<file path="src/rtl/fifo_serial_reader.sv">
// fifo_serial_reader: pops one word at a time from an upstream FIFO and
// serialises it MSB first over a valid/ready bit stream.
// The controller steps through IDLE -> POP -> LOAD -> SHIFT. Each pop
// transfers exactly one word.
module fifo_serial_reader #(
    parameter int WIDTH = 16,
    parameter int CW    = 4
) (
    input  logic             clk,
    input  logic             rst,
    input  logic             en,
    input  logic             empty,
    input  logic [WIDTH-1:0] rd_data,
    output logic             rd_en,
    output logic             ser_out,
    output logic             ser_valid,
    input  logic             ser_ready,
    output logic             word_done,
    output logic             busy,
    output logic [7:0]       word_cnt
);

    typedef enum logic [1:0] {
        IDLE  = 2'd0,
        POP   = 2'd1,
        LOAD  = 2'd2,
        SHIFT = 2'd3
    } state_t;

    state_t           state_q, state_d;
    logic [WIDTH-1:0] shift_q, shift_d;
    logic [CW-1:0]    cnt_q, cnt_d;
    logic [7:0]       word_cnt_q, word_cnt_d;
    logic             last_accept;

    // The final bit of a word is accepted on this cycle.
    assign last_accept = (state_q == SHIFT) && ser_ready && (cnt_q == '0);

    // Next-state, shift-register, bit-counter and word-counter updates.
    always_comb begin
        state_d    = state_q;
        shift_d    = shift_q;
        cnt_d      = cnt_q;
        word_cnt_d = word_cnt_q;
        unique case (state_q)
            IDLE: begin
                if (en && !empty) begin
                    state_d = POP;
                end
            end
            POP: begin
                // The pop is committed; en and empty are not looked at here.
                state_d = LOAD;
            end
            LOAD: begin
                // The FIFO presents the popped word during this cycle.
                shift_d = rd_data;
                cnt_d   = CW'(WIDTH - 1);
                state_d = SHIFT;
            end
            SHIFT: begin
                if (ser_ready) begin
                    if (cnt_q == '0) begin
                        word_cnt_d = word_cnt_q + 8'd1;
                        state_d    = IDLE;
                    end else begin
                        shift_d = {shift_q[WIDTH-2:0], 1'b0};
                        cnt_d   = cnt_q - CW'(1);
                    end
                end
            end
            default: state_d = IDLE;
        endcase
    end

    // State registers; reset abandons any word in flight.
    always_ff @(posedge clk or posedge rst) begin
        if (rst) begin
            state_q    <= IDLE;
            shift_q    <= '0;
            cnt_q      <= '0;
            word_cnt_q <= '0;
        end else begin
            state_q    <= state_d;
            shift_q    <= shift_d;
            cnt_q      <= cnt_d;
            word_cnt_q <= word_cnt_d;
        end
    end

    // Outputs decoded from state; ser_out is forced low outside SHIFT because
    // the shift register still holds the last bit after a word.
    // word_done also needs ser_ready so that it pulses only on acceptance.
    assign rd_en     = (state_q == POP);
    assign ser_valid = (state_q == SHIFT);
    assign busy      = (state_q != IDLE);
    assign ser_out   = (state_q == SHIFT) && shift_q[WIDTH-1];
    assign word_done = last_accept;
    assign word_cnt  = word_cnt_q;

endmodule

</file>
<file path="config.mk">
export PLATFORM = sky130hd
export DESIGN_NAME = fifo_serial_reader
export DESIGN_NICKNAME = d
export VERILOG_FILES = /design/src/rtl/fifo_serial_reader.sv
export SDC_FILE = /design/constraint.sdc
export NUM_CORES = 1
export LEC_CHECK = 0
export ABC_CLOCK_PERIOD_IN_PS = 2050
export CAP_MARGIN = 20
export CORE_UTILIZATION = 50
export CTS_CLUSTER_SIZE = 8
export DETAILED_ROUTE_END_ITERATION = 6
export PLACE_DENSITY = 0.89
export SKIP_CTS_REPAIR_TIMING = 1
export SLEW_MARGIN = 20
export SYNTH_ARGS = -nofsm -noshare
export SYNTH_HDL_FRONTEND = slang
export SYNTH_SLANG_ARGS = --single-unit
</file>
<file path="constraint.sdc">
create_clock -name clk -period 2.05 [get_ports clk]
set_input_delay 0.41 -clock clk [delete_from_list [all_inputs] [get_ports clk]]
set_output_delay 0.41 -clock clk [all_outputs]
set_load 0.02 [all_outputs]
</file>
[Word level (Yosys, flattened, before mapping)]
Cells that the tools add are included.
Word-level totals
  register bits: 30
  bits of input ports: 21
  output and inout port bits: 13
  word-level logic and storage cells: 35
Cells by class
  add/subtract/negate cells: 2
  equal/unequal tests: 7
  multiplexer cells: 10
  reduce and logical (&&, ||, !) cells: 12
Operator list (number)
  two-way mux 16 bit: 2
  one-hot mux 16 bit (2 select lines): 1
  AND reduction 3 bit: 3
  adder 8 x 1 -> 8 bit (second input constant): 1
  two-way mux 4 bit: 2
  one-hot mux 2 bit (4 select lines): 1
  one-hot mux 4 bit (2 select lines): 1
  two-way mux 2 bit: 3
  == test 2 bit (second input constant): 2
  logical AND 1 bit: 4
  zero test 4 bit: 1
  inequality test 2 x 1 -> 1 bit (second input constant): 2
  inequality test 2 bit (second input constant): 2
  nonzero test 2 bit: 2
  subtractor 4 x 1 -> 4 bit (second input constant): 1
  == test 2 x 1 -> 1 bit (second input constant): 1
  zero test 2 bit: 1
  zero test 1 bit: 1

[Longest topological paths before layout]
Gate-level depths: netlist of the first run.
  depth after elaboration: 4
  gate-level depth with buffers: 6
  gate-level depth less buffers: 5

[Least setup slack after synthesis of the first run]
Ideal clock, no wire load.
  path kind: register to register
  from: register cnt_q[0]
  to: register word_cnt_q[1], in the netlist word_cnt[1]
  setup time: 0.125 ns
  arrival: 1.856 ns
  required time: 1.925 ns
  setup slack: 0.069 ns
  stages on the path, launching flop included: 7
  path buffers: 1
  period minus slack after synthesis: 1.981 ns
  cells stage by stage: dfrtp_1 -> inv_1 -> ha_1 -> or3b_1 -> buf_6 -> nor2_1 -> mux2_2
Between the ends
  word-level cells in the longest chain between the ends: 2
RTL lines
  start: declaration: line 32  | logic [CW-1:0] cnt_q, cnt_d;
  start signal: assignment: line 86  | cnt_q <= cnt_d;
  zero test 4 bit: line 63  | if (cnt_q == '0) begin
  AND reduction 3 bit (no line)
  end signal: assignment: line 87  | word_cnt_q <= word_cnt_d;
  end: declaration: line 33  | logic [7:0] word_cnt_q, word_cnt_d;
No other way between the ends.
A chain may end at the register's enable or synchronous reset.

[Final worst setup path of the first run]
  from: register cnt_q[1]
  to: output port word_done
Between the ends
  word-level cells in the longest chain between the ends: 2
RTL lines
  zero test 4 bit: line 37  | assign last_accept = (state_q == SHIFT) && ser_ready && (cnt_q == '0);
  logical AND 1 bit: line 37
  end: declaration: line 18  | output logic word_done,
No other way between the ends.

==> impl_metrics.env, run 1 <==
export IMPL_dr_pass1_iters=6
export IMPL_worst_hold_path_type="input port to async pin"
export IMPL_insertion_delay_ns=0.32
export IMPL_start_util=0.547
export IMPL_htree_num_levels=2
export IMPL_wl_um=3110
export IMPL_drt_iter0_markers=30
export IMPL_die_height_um=57.9
export IMPL_layout_drive_gt1_share=0.341
export IMPL_route_vias_total=1112
export IMPL_synth_seq_area_share=0.481
export IMPL_layout_cells_most_common="mux2_2"
export IMPL_ant_nets=0
export IMPL_critPathRequiredTime_ns=1.64
export IMPL_grt_max_degree=31
export IMPL_timing_critical_path_cells="inv_1 > ha_1 > or3b_4 > nor2_4 > buf_6"
export IMPL_critPathLaunch="cnt_q[1]$_DFFE_PP0P_"
export IMPL_worstRegToRegCells=6
export IMPL_synth_warnings=0
export IMPL_grt_antenna_before_repair=0
export IMPL_total_count_of_max_transition_violations_in_the_final_report=0
export IMPL_layout_core_utilization=0.729
export IMPL_power_density_mw_per_mm2=1250
export IMPL_rr_startpoint="cnt_q[1]$_DFFE_PP0P_"
export IMPL_total_power_mw=2.60
export IMPL_critical_path_arrival_ns=1.54
export IMPL_areaGrowthSynthToFinish_pct=33.4
export IMPL_gp_routability_congestion=0.832
export IMPL_failed_checks="DRC"
export IMPL_synth_area_mm2=0.00156
export IMPL_diodes=0
export IMPL_worstPathBufferInverterCount=2
export IMPL_crit_slowest_cell="or3b_4"
export IMPL_final_cell_mix="mux2_2 (31), dfrtp_1 (30), clkdlybuf4s50_1 (28)"
export IMPL_tightest_slew_ns=0.387
export IMPL_critPathMaxStageDelay_ns=0.40
export IMPL_setup_worst_path_end_class="output pin"
export IMPL_remaining_drc_errors=1
export IMPL_tritoncts_clock_tree="built"
export IMPL_timing_max_slew_rel_slack=0.742
export IMPL_grt_pass1_vias=1220
export IMPL_report_final_setup_viol=0
export IMPL_fin_crit_ns=1.95
export IMPL_core_area_mm2=0.00285
export IMPL_die_w_um=57.9
export IMPL_worstSetupStartpointType="flip-flop"
export IMPL_max_cap_viol_count=0
export IMPL_max_ir_drop_vdd_mv=0.690
export IMPL_design_die_area_mm2=0.00335
export IMPL_power_leakage_nw=0.969
export IMPL_clock_sinks=30
export IMPL_numPortBuffers=33
export IMPL_netlist_cell_type_count=30
export IMPL_critical_path_peak_fanout=2
export IMPL_synth_nets=152
export IMPL_wire_per_inst_um=15.2
export IMPL_design_portCount=34
export IMPL_clk_pin_slew_ns=0.09
export IMPL_post_dp_hpwl_um=2330
export IMPL_synth_cells=125
export IMPL_timing_setup_critical_path_class="flip-flop to output pin"
export IMPL_timing_hold_violations_final=0
export IMPL_row_count=19
export IMPL_ctsLongestPathBuffers=2
export IMPL_number_of_stages_on_the_worst_setup_path=5
export IMPL_vias_per_cell=5.45
export IMPL_outcome="finished, violations left"
export IMPL_clock_skew_ns=0.00731
export IMPL_grt_pass1_wl_um=5260
export IMPL_nets=199
export IMPL_numCtsBuffers=5
export IMPL_ctsRootBufferMaster="clkbuf_4"
export IMPL_syn_area_per_cell_um2=12.5
export IMPL_overall_overflow_remaining_after_global_route=0
export IMPL_critical_path_top_delay_family="simple AND/OR/NAND/NOR gates"
export IMPL_timing_fmax_mhz=514
export IMPL_grt_usage=0.210
export IMPL_yosys_register_bits=30
export IMPL_layout_worst_path_cycle_share=0.950
==> final timing paths <==
check | end | slack (ns)
worst min register to register | word_cnt[7]$_DFFE_PP0P_ | 0.48
worst min-delay path | cnt_q[3]$_DFFE_PP0P_ | 0.45
max in group asynchronous | shift_q[0]$_DFFE_PP0P_ | 1.32
min in group clk | word_cnt[7]$_DFFE_PP0P_ | 0.48
worst max-delay path | word_done | 0.10
worst max register to register | state_q[1]$_DFFE_PP0P_ | 0.11
==> report_power, final <==
group,internal (mW),switching [mW],total (mW)
Clock,0.166,0.196,0.362
Combinational,0.766,0.530,1.30
Sequential,0.816,0.121,0.937
==> through the flow <==
stage | area (um2) | worst slack, ns | setup TNS, ns | hold WS, ns | instances
4_1_cts | 2060 | -0.428 | -0.942 | 0.447 | 204
3_5_place_dp | 2000 | -0.0815 | -0.0815 | 0.475 | 196
5_1_grt | 2080 | -0.000718 | -0.000718 | 0.486 | 204
2_1_floorplan | 1560 | 0.0695 | 0 | 0.472 | 125
3_3_place_gp | 2000 | -0.0876 | -0.0876 | 0.458 | 196
6_report | 2080 | 0.103 | 0 | 0.455 | 204
==> cell type report <==
type,instances,area [um2]
timing repair buffer,45,444
clock inverter,1,5.00
fill,210,772
sequential,30,751
clock buffer,7,55.1
tap,31,38.8
inverter,7,26.3
multi-input combinational,83,761
==> synth_stat cells (all sizes together) <==
| cell type | count | area share |
|---|---|---|
| xnor2 | 1 | 0.0056 |
| o21a | 2 | 0.0096 |
| nor2 | 2 | 0.0048 |
| mux2i | 1 | 0.0064 |
| ha | 6 | 0.048 |
| xor2 | 6 | 0.034 |
| inv | 7 | 0.017 |
| a221oi | 1 | 0.017 |
| nand3 | 9 | 0.029 |
| or3b | 2 | 0.011 |
| nand3b | 1 | 0.0048 |
| nand2 | 3 | 0.0072 |
| nor4 | 1 | 0.0040 |
| clkbuf | 1 | 0.0024 |
| buf | 4 | 0.020 |
| and2 | 2 | 0.0080 |
| nand4 | 1 | 0.0040 |
| nand2b | 3 | 0.012 |
| nor2b | 1 | 0.0040 |
| o21ai | 2 | 0.0088 |
| dfrtp | 30 | 0.48 |
| mux2 | 32 | 0.23 |
| nor3 | 5 | 0.016 |
| nor3b | 1 | 0.0048 |
| o221a | 1 | 0.0072 |
==> registers in the layout, indices dropped and copies added (netlist names) <==
name,flops
shift_q,16
state_q,2
word_cnt,8
cnt_q,4
==> layer usage <==
| metal | vias up | share of wire | track usage |
|---|---|---|---|
| met5 | - | 0 | 0 |
| li1 | 529 | - | - |
| met4 | 0 | 0.019 | 0.105 |
| met2 | 30 | 0.53 | 0.361 |
| met1 | 546 | 0.41 | 0.244 |
| met3 | 7 | 0.041 | 0.0513 |
==> kinds of logic (layout without fill, tap and decap cells) <==
group / after synthesis / in the layout / share of synthesized area
DFF: 30 / 30 / 0.481
muxes: 33 / 33 / 0.240
adders and majority gates: 6 / 6 / 0.0481
AOI/OAI and AO/OA: 6 / 6 / 0.0425
and+or+nand+nor: 31 / 31 / 0.110
xor gates and xnor gates: 7 / 7 / 0.0393
buffers and inverters: 12 / 60 / 0.0393
==> tightest hold or removal path, stage by stage <==
cell and delay [ns]:
clkdlybuf4s50_1 0.39, inv_1 0.05, buf_4 0.34
Power figures use the tool's default switching activity.
==> run 2, diff against run 1 <==
--- a/config.mk
+++ b/config.mk
@@ -7,10 +7,11 @@
 export LEC_CHECK = 0
 export ABC_CLOCK_PERIOD_IN_PS = 2050
 export CAP_MARGIN = 20
-export CORE_UTILIZATION = 50
+export CORE_UTILIZATION = 52
+export CTS_BUF_LIST = sky130_fd_sc_hd__clkbuf_4 sky130_fd_sc_hd__clkbuf_8
 export CTS_CLUSTER_SIZE = 8
 export DETAILED_ROUTE_END_ITERATION = 6
-export PLACE_DENSITY = 0.89
+export PLACE_DENSITY = 0.92
 export SKIP_CTS_REPAIR_TIMING = 1
 export SLEW_MARGIN = 20
 export SYNTH_ARGS = -nofsm -noshare
==> run 2 against run 1 <==
The flow still finishes with violations (DRC). Clock skew is essentially flat. First-iteration DRC count is 23% higher. Critical path depth grew 1. Via count barely moved. Sequential cell count did not move. Clock power up 20%. Critical path type is now flip-flop to flip-flop. Critical endpoint is now state_q[1]$_DFFE_PP0P_.
==> impl_metrics.env, run 2 (synthesis results as in run 1) <==
export IMPL_outcome="finished, violations left"
export IMPL_failed_checks="DRC"
export IMPL_grt_antenna_before_repair=0
export IMPL_grt_pass1_vias=1220
export IMPL_max_ir_drop_vdd_mv=0.817
export IMPL_final_cell_mix="mux2_2 (31), dfrtp_1 (30), clkdlybuf4s50_1 (28)"
export IMPL_wl_met1_um=1160
export IMPL_timing_hold_violations_final=0
export IMPL_post_dp_hpwl_um=2220
export IMPL_critical_path_peak_fanout=8
export IMPL_grt_pass1_wl_um=5110
export IMPL_rrSetupSlack_ns=0.08
export IMPL_clock_skew_ns=0.00683
export IMPL_layout_drive_gt1_share=0.354
export IMPL_fillers=203
export IMPL_diodes=0
export IMPL_clk_pin_slew_ns=0.09
export IMPL_numCtsBuffers=5
export IMPL_layout_worst_path_cycle_share=0.961
export IMPL_route_vias_total=1111
export IMPL_drt_iter0_markers=37
export IMPL_routed_wl_met3_um=182
export IMPL_worstSetupStartpointType="flip-flop"
export IMPL_post_route_cell_area_mm2=0.00211
export IMPL_power_leakage_nw=0.988
export IMPL_die_height_um=56.8
export IMPL_critical_path_arrival_ns=2.19
export IMPL_postPlaceCellArea_mm2=0.00201
export IMPL_timing_setup_critical_path_class="flip-flop to flip-flop"
export IMPL_core_area_mm2=0.00281
export IMPL_total_count_of_max_transition_violations_in_the_final_report=0
export IMPL_tightest_slew_ns=0.377
export IMPL_ctsRootBufferMaster="clkbuf_4"
export IMPL_overall_overflow_remaining_after_global_route=0
export IMPL_ant_nets=0
export IMPL_fin_hold_ws_ns=0.445
export IMPL_worstPathBufferInverterCount=2
export IMPL_worstRegToRegCells=6
export IMPL_dr_pass1_iters=6
export IMPL_unrepaired_setup_endpoints_after_global_routing="false"
export IMPL_grt_usage=0.210
export IMPL_ctsLongestPathBuffers=2
export IMPL_design_die_area_mm2=0.00322
export IMPL_design_portCount=34
export IMPL_nets=201
export IMPL_top_register="shift_q"
export IMPL_start_util=0.556
export IMPL_pre_cts_ws_ns=-0.0776
export IMPL_insertion_delay_ns=0.33
export IMPL_regArea_um2=751
export IMPL_tritoncts_clock_tree="built"
export IMPL_crit_slowest_cell="or3b_4"
export IMPL_critical_path_top_delay_family="simple AND/OR/NAND/NOR gates"
export IMPL_remaining_drc_errors=8
export IMPL_wire_per_inst_um=14.0
export IMPL_htree_num_levels=2
export IMPL_max_cap_viol_count=0
export IMPL_multi_input_comb_area_um2=761
export IMPL_grt_max_degree=31
export IMPL_report_final_setup_viol=0
export IMPL_die_w_um=56.8
export IMPL_critPathRequiredTime_ns=2.27
export IMPL_power_density_mw_per_mm2=1270
export IMPL_wl_um=2870
export IMPL_timing_critical_path_cells="inv_1 > ha_1 > or3b_4 > buf_4 > a221oi_4 > mux2_4"
export IMPL_final_worst_setup_slack_ns=0.0809
export IMPL_gp_routability_congestion=0.858
export IMPL_fin_crit_ns=1.97
export IMPL_largest_register_ff_count=16
export IMPL_worst_hold_path_type="input port to async pin"
export IMPL_layout_core_utilization=0.754
export IMPL_detailroute_wirelength_met2_um=1500
export IMPL_areaGrowthSynthToFinish_pct=35.5
export IMPL_highest_signal_layer="met4"
export IMPL_r2r_end="state_q[1]$_DFFE_PP0P_"
export IMPL_vias_per_cell=5.39
export IMPL_row_count=19
export IMPL_critPathMaxStageDelay_ns=0.40
export IMPL_clock_sinks=30
export IMPL_layout_cells_most_common="mux2_2"
export IMPL_timing_fmax_mhz=508
export IMPL_timing_max_slew_rel_slack=0.749
export IMPL_setup_worst_path_end_class="flip-flop"
export IMPL_rr_startpoint="cnt_q[0]$_DFFE_PP0P_"
export IMPL_numPortBuffers=33
[run 2: routing by layer]
layer,vias up,global-route usage
li1,533,-
met1,540,0.216
met2,33,0.393
met3,5,0.0829
met4,0,0.0523
met5,-,0
[run 2: metrics by stage]
stage | cells | setup TNS (ns) | power, mW
2_1_floorplan | 125 | 0 | 1.86
3_3_place_gp | 198 | -0.0695 | 2.21
3_5_place_dp | 198 | -0.0776 | 2.29
4_1_cts | 206 | -1.07 | 2.72
5_1_grt | 206 | 0 | 2.87
6_report | 206 | 0 | 2.68
[run 2: layout make-up]
type,instances,share of cell area
flip-flops and latches,30,0.355
well taps,31,0.0183
multi-input cells,83,0.360
clock buffers,8,0.0373
repair buffers,47,0.217
inverters,7,0.0124
[run 2: how the worst max path moves through the flow]
| stage | from | end | cells after the start |
|---|---|---|---|
| final | cnt_q[0]$_DFFE_PP0P_ | state_q[1]$_DFFE_PP0P_ | 6 |
| after global placement | ser_ready | word_done | 4 |
| after floorplan | cnt_q[0]$_DFFE_PP0P_ | word_cnt[1]$_DFFE_PP0P_ | 6 |
| after global routing | cnt_q[1]$_DFFE_PP0P_ | word_done | 5 |
| after CTS | cnt_q[0]$_DFFE_PP0P_ | word_done | 5 |
| after detailed placement | ser_ready | word_done | 4 |
[run 2: power by group]
| part | total (mW) | leakage, nW | switching, mW | internal (mW) |
|---|---|---|---|---|
| combinational | 1.32 | 0.582 | 0.534 | 0.787 |
| clock | 0.433 | 0.0446 | 0.199 | 0.234 |
| sequential | 0.931 | 0.362 | 0.115 | 0.816 |
[run 2: worst min-delay path, delay by kind of cell]
family   cells  cell delay (ns)
buf+inv      3             0.78
==> run 3, diff against run 2 <==
--- a/config.mk
+++ b/config.mk
@@ -7,11 +7,12 @@
 export LEC_CHECK = 0
 export ABC_CLOCK_PERIOD_IN_PS = 2050
 export CAP_MARGIN = 20
-export CORE_UTILIZATION = 52
+export CORE_UTILIZATION = 45
 export CTS_BUF_LIST = sky130_fd_sc_hd__clkbuf_4 sky130_fd_sc_hd__clkbuf_8
 export CTS_CLUSTER_SIZE = 8
 export DETAILED_ROUTE_END_ITERATION = 6
-export PLACE_DENSITY = 0.92
+export DONT_BUFFER_PORTS = 1
+export PLACE_DENSITY = 0.7
 export SKIP_CTS_REPAIR_TIMING = 1
 export SLEW_MARGIN = 20
 export SYNTH_ARGS = -nofsm -noshare
==> run 3 against run 2 <==
The run ends with setup timing left. Final area down 20%. Hold slack worse by 0.39 ns. Global-route usage down 3.8 points. Clock skew down 0.0025 ns. Maximum frequency down 4.8%. First-iteration DRC count down 84%. Critical path depth down 1. Die area up 15%. Setup slack worse by 0.099 ns. Combinational power down 20%. Clock-buffer cell count down 2. Critical path type is now flip-flop to output pin. Highest routed layer unchanged.
==> impl_metrics.env, run 3 (synthesis results as in run 1) <==
export IMPL_outcome="finished, violations left"
export IMPL_failed_checks="setup timing"
export IMPL_grt_usage=0.171
export IMPL_timing_max_slew_rel_slack=0.607
export IMPL_dr_pass1_iters=3
export IMPL_insertion_delay_ns=0.31
export IMPL_ctsRootBufferMaster="clkbuf_4"
export IMPL_design_portCount=34
export IMPL_max_ir_drop_vdd_mv=0.589
export IMPL_grt_pass1_vias=986
export IMPL_diodes=0
export IMPL_drt_iter0_markers=6
export IMPL_power_density_mw_per_mm2=1380
export IMPL_timing_hold_violations_final=0
export IMPL_setup_worst_path_end_class="output pin"
export IMPL_overall_overflow_remaining_after_global_route=0
export IMPL_report_final_setup_viol=1
export IMPL_ant_nets=0
export IMPL_tightest_slew_ns=0.587
export IMPL_top_register="shift_q"
export IMPL_worstRegToRegCells=5
export IMPL_core_area_mm2=0.00334
export IMPL_fin_hold_ws_ns=0.0510
export IMPL_unrepaired_setup_endpoints_after_global_routing="true"
export IMPL_final_cell_mix="mux2_2 (31), dfrtp_1 (30), nand3_1 (9)"
export IMPL_nets=159
export IMPL_fin_crit_ns=2.07
export IMPL_post_dp_hpwl_um=1890
export IMPL_ctsLongestPathBuffers=2
export IMPL_layout_cells_most_common="mux2_2"
export IMPL_numCtsBuffers=5
export IMPL_wl_um=2640
export IMPL_htree_num_levels=2
export IMPL_fillers=322
export IMPL_r2r_end="shift_q[8]$_DFFE_PP0P_"
export IMPL_max_cap_viol_count=0
export IMPL_die_w_um=60.9
export IMPL_largest_register_ff_count=16
export IMPL_clock_sinks=30
export IMPL_numPortBuffers=0
export IMPL_rrSetupSlack_ns=0.19
export IMPL_row_count=21
export IMPL_total_count_of_max_transition_violations_in_the_final_report=0
export IMPL_grt_max_degree=31
export IMPL_wire_per_inst_um=14.9
export IMPL_areaGrowthSynthToFinish_pct=8.90
export IMPL_worstSetupStartpointType="flip-flop"
export IMPL_layout_drive_gt1_share=0.382
export IMPL_critPathRequiredTime_ns=1.64
export IMPL_critical_path_peak_fanout=4
export IMPL_remaining_drc_errors=0
export IMPL_critPathLaunch="cnt_q[0]$_DFFE_PP0P_"
export IMPL_multi_input_comb_area_um2=772
export IMPL_worst_hold_path_type="input port to async pin"
export IMPL_die_height_um=60.9
export IMPL_timing_fmax_mhz=484
export IMPL_vias_per_cell=5.28
export IMPL_start_util=0.468
export IMPL_design_die_area_mm2=0.00371
export IMPL_final_worst_setup_slack_ns=-0.0181
export IMPL_route_vias_total=935
export IMPL_total_power_mw=2.35
export IMPL_regArea_um2=751
export IMPL_rr_startpoint="cnt_q[0]$_DFFE_PP0P_"
export IMPL_clock_skew_ns=0.00435
export IMPL_layout_worst_path_cycle_share=1.01
export IMPL_tritoncts_clock_tree="built"
export IMPL_timing_setup_critical_path_class="flip-flop to output pin"
export IMPL_grt_pass1_wl_um=4490
export IMPL_gp_routability_congestion=0.797
export IMPL_clk_pin_slew_ns=0.09
export IMPL_power_leakage_nw=0.755
export IMPL_critical_path_arrival_ns=1.66
export IMPL_grt_antenna_before_repair=0
==> run 3: cell count changes in the layout (fill, tap and decap cells not counted), sizes merged <==
cell,before,now
clkbuf,8,6
dlymetal6s2s,4,0
clkdlybuf4s50,28,0
buf,15,5
==> run 3: cell type report <==
cell class                      instances  area share
Clock buffer                            6      0.0302
Timing Repair Buffer                    5      0.0243
Inverter                                7      0.0155
Tap cell                               46      0.0339
Multi-Input combinational cell         83       0.454
Sequential cell                        30       0.442
==> run 3: power breakdown <==
| group | internal, mW | switching (mW) |
|---|---|---|
| clock | 0.154 | 0.181 |
| combinational | 0.586 | 0.464 |
| sequential | 0.816 | 0.144 |
| total | 1.56 | 0.790 |
==> run 3: worst max-delay path by stage <==
stage | cells past startpoint | slack [ns] | end
2_1_floorplan | 6 | 0.07 | word_cnt[1]$_DFFE_PP0P_
3_3_place_gp | 5 | 0.08 | shift_q[11]$_DFFE_PP0P_
3_5_place_dp | 5 | -0.05 | shift_q[12]$_DFFE_PP0P_
4_1_cts | 5 | -0.16 | word_done
5_1_grt | 5 | -0.11 | word_done
6_report | 5 | -0.02 | word_done
==> run 3: per-stage QoR <==
step | area [um2] | TNS, ns | instances | setup slack [ns] | util
4_1_cts | 1670 | -0.963 | 177 | -0.162 | 0.501
5_1_grt | 1700 | -0.109 | 177 | -0.109 | 0.509
3_3_place_gp | 1620 | 0 | 171 | 0.0797 | 0.486
3_5_place_dp | 1620 | -0.487 | 171 | -0.0451 | 0.486
6_report | 1700 | -0.0181 | 177 | -0.0181 | 0.509
2_1_floorplan | 1560 | 0 | 125 | 0.0695 | -
==> run 3: metal layers <==
layer,wire [um],vias to the layer above,global-route usage,part of all wire
met5,0,-,0,0
met4,35,0,0.0779,0.013
met3,136,4,0.0640,0.051
met2,1300,19,0.278,0.49
met1,1180,462,0.203,0.44
li1,-,450,-,-
==> run 3: critical path, stage by stage, from the launching register on <==
cell	delay, ns
dfrtp_1	0.42
inv_1	0.07
ha_1	0.17
or3b_4	0.43
nor2_4	0.12
buf_6	0.13
